--- src/rtl/ovflo_tally_pkg.sv ---
// rtl/ovflo_tally_pkg.sv - shared types and record layout for the overflow tally block
package ovflo_tally_pkg;

  // Default widths for the tally, the sequence number and the interval field
  localparam int DEF_CNT_W = 8;
  localparam int DEF_SEQ_W = 4;
  localparam int DEF_TS_W  = 16;

  // A report record is {seq, cyc}: the interval sits in the low bits
  localparam int REC_W   = DEF_SEQ_W + DEF_TS_W;
  localparam int CYC_OFS = 0;
  localparam int SEQ_OFS = CYC_OFS + DEF_TS_W;

  typedef enum logic {
    IDLE = 1'b0,
    RUN  = 1'b1
  } state_t;

endpackage

--- src/rtl/ovflo_tally_if.sv ---
// rtl/ovflo_tally_if.sv - valid/ready report stream between the tally and its consumer
interface ovflo_tally_if
  import ovflo_tally_pkg::*;
#(
  parameter int SEQ_W = DEF_SEQ_W,
  parameter int TS_W  = DEF_TS_W
);

  logic             out_valid;
  logic             out_ready;
  logic [SEQ_W-1:0] out_seq;
  logic [TS_W-1:0]  out_cyc;

  modport master (
    output out_valid,
    output out_seq,
    output out_cyc,
    input  out_ready
  );

  modport slave (
    input  out_valid,
    input  out_seq,
    input  out_cyc,
    output out_ready
  );

endinterface

--- src/rtl/ovflo_rpt_fifo.sv ---
// rtl/ovflo_rpt_fifo.sv - two-entry report buffer that drops pushes when full and not draining
module ovflo_rpt_fifo
  import ovflo_tally_pkg::*;
#(
  parameter int W = REC_W
) (
  input  logic         clk,
  input  logic         rst,
  input  logic         push,
  input  logic [W-1:0] push_data,
  input  logic         pop,
  output logic [W-1:0] head,
  output logic         full,
  output logic         empty,
  output logic         drop
);

  logic [W-1:0] mem [2];
  logic         wr_ptr;
  logic         rd_ptr;
  logic [1:0]   count;
  logic         do_push;
  logic         do_pop;

  // A pop in the same cycle frees the slot, so a push into a full buffer is kept
  always_comb begin
    do_pop  = pop & (count != 2'd0);
    do_push = push & ((count != 2'd2) | do_pop);
    drop    = push & ~do_push;
  end

  assign head  = mem[rd_ptr];
  assign full  = (count == 2'd2);
  assign empty = (count == 2'd0);

  // Storage, pointers and occupancy; no bypass, a push is visible next cycle
  always_ff @(posedge clk) begin
    if (rst) begin
      mem[0] <= '0;
      mem[1] <= '0;
      wr_ptr <= 1'b0;
      rd_ptr <= 1'b0;
      count  <= 2'd0;
    end else begin
      if (do_push) begin
        mem[wr_ptr] <= push_data;
        wr_ptr      <= ~wr_ptr;
      end
      if (do_pop) begin
        rd_ptr <= ~rd_ptr;
      end
      case ({do_push, do_pop})
        2'b10:   count <= count + 2'd1;
        2'b01:   count <= count - 2'd1;
        default: count <= count;
      endcase
    end
  end

endmodule

--- src/rtl/ovflo_tally.sv ---
// rtl/ovflo_tally.sv - counts rising edges of ovflo and emits periodic {seq, interval} reports
module ovflo_tally
  import ovflo_tally_pkg::*;
#(
  parameter int CNT_W = DEF_CNT_W,
  parameter int SEQ_W = DEF_SEQ_W,
  parameter int TS_W  = DEF_TS_W
) (
  input  logic             clk,
  input  logic             rst,
  input  logic             start,
  input  logic             stop,
  input  logic             ovflo,
  input  logic [CNT_W-1:0] term,
  output logic [CNT_W-1:0] cnt,
  output logic             busy,
  output logic             lost,
  ovflo_tally_if.master    rpt
);

  localparam int RW      = SEQ_W + TS_W;
  localparam int SEQ_LSB = CYC_OFS + TS_W;

  state_t           state;
  logic             ovf_d;
  logic [SEQ_W-1:0] seq;
  logic [TS_W-1:0]  cyc;

  logic             evt;
  logic             clr;
  logic             terminal;
  logic             push;
  logic [CNT_W-1:0] term_eff;
  logic [CNT_W:0]   cnt_inc;

  logic [RW-1:0]    head;
  logic             fifo_full;
  logic             fifo_empty;
  logic             fifo_drop;
  logic             pop;

  // Event and terminal decode; start (without stop) overrides the tally that cycle
  always_comb begin
    evt      = ovflo & ~ovf_d;
    clr      = start & ~stop;
    term_eff = (term == '0) ? CNT_W'(1) : term;
    cnt_inc  = {1'b0, cnt} + (CNT_W + 1)'(1);
    terminal = (cnt_inc >= {1'b0, term_eff});
    push     = (state == RUN) & ~clr & evt & terminal;
  end

  assign pop  = rpt.out_valid & rpt.out_ready;
  assign busy = (state == RUN);

  // Run/idle control, edge register, tally, sequence, interval and sticky loss flag
  always_ff @(posedge clk) begin
    if (rst) begin
      state <= IDLE;
      ovf_d <= 1'b0;
      cnt   <= '0;
      seq   <= '0;
      cyc   <= '0;
      lost  <= 1'b0;
    end else begin
      ovf_d <= ovflo;
      if (fifo_drop) begin
        lost <= 1'b1;
      end
      if (stop) begin
        state <= IDLE;
      end else if (start) begin
        state <= RUN;
      end
      if (clr) begin
        cnt  <= '0;
        seq  <= '0;
        lost <= 1'b0;
        cyc  <= TS_W'(1);
      end else if (state == RUN) begin
        if (cyc != '1) begin
          cyc <= cyc + TS_W'(1);
        end
        if (evt) begin
          if (terminal) begin
            cnt <= '0;
            seq <= seq + SEQ_W'(1);
            cyc <= TS_W'(1);
          end else begin
            cnt <= cnt_inc[CNT_W-1:0];
          end
        end
      end
    end
  end

  ovflo_rpt_fifo #(
    .W(RW)
  ) u_fifo (
    .clk       (clk),
    .rst       (rst),
    .push      (push),
    .push_data ({seq, cyc}),
    .pop       (pop),
    .head      (head),
    .full      (fifo_full),
    .empty     (fifo_empty),
    .drop      (fifo_drop)
  );

  assign rpt.out_valid = ~fifo_empty;
  assign rpt.out_seq   = head[SEQ_LSB +: SEQ_W];
  assign rpt.out_cyc   = head[CYC_OFS +: TS_W];

  // A record can only be lost when the buffer is holding two entries
  drop_needs_full: assert property (@(posedge clk) disable iff (rst) fifo_drop |-> fifo_full);

endmodule

--- src/flat_wrapper.sv ---
// flat-port wrapper written by rule: the top's interface ports become plain ports
module ovflo_tally_flat import ovflo_tally_pkg::*;
#(
  parameter int CNT_W = DEF_CNT_W,
  parameter int SEQ_W = DEF_SEQ_W,
  parameter int TS_W  = DEF_TS_W
)
  (clk, rst, start, stop, ovflo, term, cnt, busy, lost, rpt_out_valid, rpt_out_seq, rpt_out_cyc, rpt_out_ready);
  ovflo_tally_if #(.SEQ_W(SEQ_W), .TS_W(TS_W)) rpt_i ();
  input  logic clk;
  input  logic rst;
  input  logic start;
  input  logic stop;
  input  logic ovflo;
  input  logic [CNT_W-1:0] term;
  output logic [CNT_W-1:0] cnt;
  output logic busy;
  output logic lost;
  output wire logic [$bits(rpt_i.out_valid)-1:0] rpt_out_valid;
  output wire logic [$bits(rpt_i.out_seq)-1:0] rpt_out_seq;
  output wire logic [$bits(rpt_i.out_cyc)-1:0] rpt_out_cyc;
  input wire logic [$bits(rpt_i.out_ready)-1:0] rpt_out_ready;
  assign rpt_out_valid = rpt_i.out_valid;
  assign rpt_out_seq = rpt_i.out_seq;
  assign rpt_out_cyc = rpt_i.out_cyc;
  assign rpt_i.out_ready = rpt_out_ready;
  ovflo_tally #(.CNT_W(CNT_W), .SEQ_W(SEQ_W), .TS_W(TS_W)) u_core (.clk(clk), .rst(rst), .start(start), .stop(stop), .ovflo(ovflo), .term(term), .cnt(cnt), .busy(busy), .lost(lost), .rpt(rpt_i));
endmodule
--- config.mk ---
export PLATFORM = sky130hd
export DESIGN_NAME = ovflo_tally_flat
export DESIGN_NICKNAME = d
export VERILOG_FILES = /design/src/rtl/ovflo_tally_pkg.sv /design/src/rtl/ovflo_tally_if.sv /design/src/rtl/ovflo_rpt_fifo.sv /design/src/rtl/ovflo_tally.sv /design/src/flat_wrapper.sv
export SDC_FILE = /design/constraint.sdc
export NUM_CORES = 1
export LEC_CHECK = 0
export ABC_CLOCK_PERIOD_IN_PS = 9800
export BUFFER_PORTS_ARGS = -buffer_cell sky130_fd_sc_hd__buf_2
export CORE_ASPECT_RATIO = 1.2
export CORE_MARGIN = 1.5
export CORE_UTILIZATION = 55
export CTS_CLUSTER_SIZE = 40
export DETAILED_ROUTE_END_ITERATION = 6
export PLACE_DENSITY_LB_ADDON = 0.3
export SKIP_LAST_GASP = 1
export SLEW_MARGIN = 15
export SYNTH_ARGS = -nofsm -noshare
export SYNTH_HDL_FRONTEND = slang
export SYNTH_HIERARCHICAL = 1
export SYNTH_SLANG_ARGS = --single-unit
export TNS_END_PERCENT = 30
--- constraint.sdc ---
create_clock -name clk -period 9.8 [get_ports clk]
set_clock_uncertainty 0.05 [all_clocks]
set_input_delay 1.47 -clock clk [delete_from_list [all_inputs] [get_ports clk]]
set_output_delay 1.47 -clock clk [all_outputs]
set_load 0.02 [all_outputs]
* After elaboration in Yosys (flattened, before gate mapping)
Memories as Yosys holds them, arrays and structs flattened. A register that Yosys moved wholly into a read port is not among the register bits. Index checks and enable logic that the tools add are counted.
Operators by class: $add $sub $neg 5, $lt $le $gt $ge 1, equality and inequality tests 4, multiplexer cells 18, bitwise operators 17, reductions and logical operators 10
Operators with widths (count):
- $mux 16 | 3
- $mux 20 | 1
- $reduce_or 20->1 | 1
- $add 16x1->16 const B | 1
- $mux 8 | 2
- $ne 16x16->1 const B | 1
- $mux 1 | 11
- $add 8x1->9 const B | 1
- $and 1x1->1 | 9
- $ge 9x8->1 | 1
- $logic_not 8->1 | 1
- $not 1->1 | 7
- $reduce_bool 2->1 | 3
- $add 4x1->4 const B | 1
- $pmux 2 s2 | 1
- $reduce_or 2->1 | 2
- $reduce_and 3->1 | 1
- $add 2x1->2 const B | 1
- $eq 2x1->1 const B | 1
- $eq 2x2->1 const B | 1
- $logic_not 2->1 | 1
- $ne 2x2->1 const B | 1
- $reduce_and 2->1 | 1
- $sub 2x1->2 const B | 1
- $or 1x1->1 | 1
Storage, ports and cells: bits in registers 35, bits in writable memories 40, bits of input ports 14, word-level logic and storage cells 66, memories 1
Memories:
- u_core.u_fifo.mem | words 2, bits a word 20, read ports 1, clocked after Yosys merged registers in 1, write ports 2, line ovflo_rpt_fifo.sv:18 | logic [W-1:0] mem [2];

* Longest topological paths before layout
depth in word-level cells 12, mapped depth 15, gate-level depth less buffers 14

* By module
The synthesis kept the hierarchy.
Modules (own cells, without submodules):
- ovflo_rpt_fifo | instances 1, cells an instance 141, area an instance 2044.5 µm², sequential area each 1301.2 µm²
- ovflo_tally | instances 1, cells an instance 208, area an instance 1755.4 µm², sequential area each 620.6 µm²

* Worst setup path before layout
OpenSTA, ideal clock, no wires.
path kind in2reg, from input term[4], to memory u_core/u_fifo/mem[0][0] (netlist name), enable pin, setup time 0.401 ns, data arrival time 4.157 ns, required time 9.349 ns, setup slack 5.191 ns, cell stages on the path 11, path buffers 1, cells stage by stage nor4_1 -> a41o_1 -> ha_1 -> nand2b_1 -> a31oi_1 -> o211a_1 -> buf_6 -> nand2b_1 -> nor2_1 -> o21ai_0 -> o21bai_1
RTL lines:
- from (decl) | line flat_wrapper.sv:15 | input logic [CNT_W-1:0] term;
- to (decl) | line ovflo_rpt_fifo.sv:18

==> results.cfg <==
[placement]
dpl.hpwl_um = 4670
post-place-ws_ns = 4.52
post_dp_cell_area_mm2 = 0.00401
numPortBuffers = 44
gp_congestion = 0.772

[critical_path]
max_stage_delay_ns = 0.74
crit_family = simple AND/OR/NAND/NOR gates
required_ns = 9.72
r2r_slack_ns = 5.19
startpoint = term[4]
crit_chain = buf_2 -> nor4_1 -> a41o_1 -> ha_1 -> nand2b_1 -> a31oi_1 -> o211a_1 -> nand2b_1 -> nor2_1 -> nor4bb_4 -> or2_2
cp.arrival_ns = 4.83
crit_buf_inv = 1
cp_slowest_cell = nor4bb_4
cp-start-kind = input port
rr_endpoint = u_core/u_fifo/mem[1][6]$_SDFFCE_PN0P_
r2r_cells = 12
cp-end-kind = flop
crit_type = input port to flop
worst_path_most_repeated_cell = nand2b_1
reg2reg_from = u_core/cnt[0]$_SDFFE_PP0P_
crit_fanout = 21

[sta]
rsz0062_at_grt = no
drv_slew = 0
worstMarginPinSlew_ns = 0.848
fin_crit_sh = 0.501
setup_viol = 0
tns_ns = 0
worst_slack_ns = 4.89
slew_headroom = 0.434
fmax_ghz = 0.204
finalHoldViolations = 0
min_period_ns = 4.91

[power]
powerDensity_mw_per_mm2 = 142
ir_worst_vdd_mv = 0.0892
cellLeakagePower_nw = 1.69

[drt]
wl_per_cell_um = 14.0
routed_wl_um = 6700
viasPerCell = 5.50
drc = 0
dr.pass1.iters = 4
ant_nets = 0
vias = 2630
drt_first_iter_violations = 115

[final_layout]
drive_above_1_share = 0.220
final_common_cell = buf_2
nets = 411
area_delta_synth_final_pct = 10.7
finish.utilization = 0.621
final_cell_mix = buf_2 (44), and2_1 (40), edfxtp_1 (40)
stdcell_area_mm2 = 0.00420
antennaDiodeCount = 0

[grt]
grt_usage = 0.196
grt_pass1_wl_um = 11300
grt_util_met1 = 0.235
grt.met3_usage = 0.0456
overflow = 0
grt_pass1_vias = 2559
antenna_found_initial = 0
grt_max_degree = 22
grt-busiest-layer = met2
grtUsageMet2 = 0.343

[status]
status = complete, no violations

[floorplanning]
die_w_um = 78.8
design.core.area_mm2 = 0.00677
die_area_mm2 = 0.00741
io_pins = 45
die_h_um = 94.0
rows = 33
start_util = 0.561

[synth]
syn_nets = 373
syn_avg_cell_area_um2 = 10.9
syn_area_mm2 = 0.00380
ys_warn_count = 6
netlist_instances = 348

[min_path]
holdPathEnd = u_core/lost$_SDFFE_PP0P_
hold_depth = 2
hp-class = flop to flop
hp-start = u_core/lost$_SDFFE_PP0P_

[clocking]
clk_path_buf_depth = 2
cts_resized = 0
cts_tree = done
cts_hold_buf = 0
numCtsBuffers = 9
cts_setup_buffers = 0
clock_sinks = 76
clock-root-buffer = clkbuf_8
insertion_delay_ns = 0.33
path_clk_slew_ns = 0.07
htree_levels = 3

[run]
cap_violations = 0
## tightest hold or removal path, cell delays in order (launching register included)
cell     delay [ns]
dfxtp_1        0.33
nor2_1         0.05
nor2_1         0.06
## stage by stage
step / total power, mW / hold WS, ns / instances
floorplan: 0.369 / 0.419 / 348
global placement: 0.378 / 0.406 / 462
detailed placement: 0.379 / 0.408 / 462
CTS: 0.604 / 0.428 / 478
global route: 0.622 / 0.463 / 478
finish: 0.599 / 0.420 / 478
## worst max path at each step
stage,end,slack (ns),cells past startpoint
global placement,u_core/u_fifo/mem[1][7]$_SDFFCE_PN0P_,4.78,11
CTS,u_core/u_fifo/mem[1][13]$_SDFFCE_PN0P_,4.86,11
floorplan,u_core/u_fifo/mem[0][0]$_SDFFCE_PN0P_,5.19,11
global route,u_core/u_fifo/mem[1][13]$_SDFFCE_PN0P_,4.55,11
detailed placement,u_core/u_fifo/mem[1][10]$_SDFFCE_PN0P_,4.52,11
finish,u_core/u_fifo/mem[1][6]$_SDFFCE_PN0P_,4.89,11
## metal layers
layer  vias up  part of all wire
met5         -                 0
met4         0             0.013
met3        12             0.039
met2        77              0.50
met1      1215              0.45
li1       1326                 -
## state kept, by name, indices dropped and copies added (netlist names), 2 cells and up, named ones only
register             flops
u_core/cyc              16
u_core/u_fifo/count      2
u_core/seq               4
u_core/cnt               8
u_core/u_fifo/mem       40
## cell type report
class | instances | area [um2]
clock buffers | 10 | 128
clock inverters | 6 | 62.6
fillers | 549 | 2570
inverters | 11 | 41.3
multi-input cells | 243 | 1710
flip-flops and latches | 76 | 1920
well taps | 87 | 109
repair buffers | 45 | 228
## report_power, final
part	switching (mW)	internal (mW)
registers	0.00313	0.340
clock network	0.109	0.118
logic	0.0178	0.0104
Note: power is estimated with default switching activity, not from simulation.
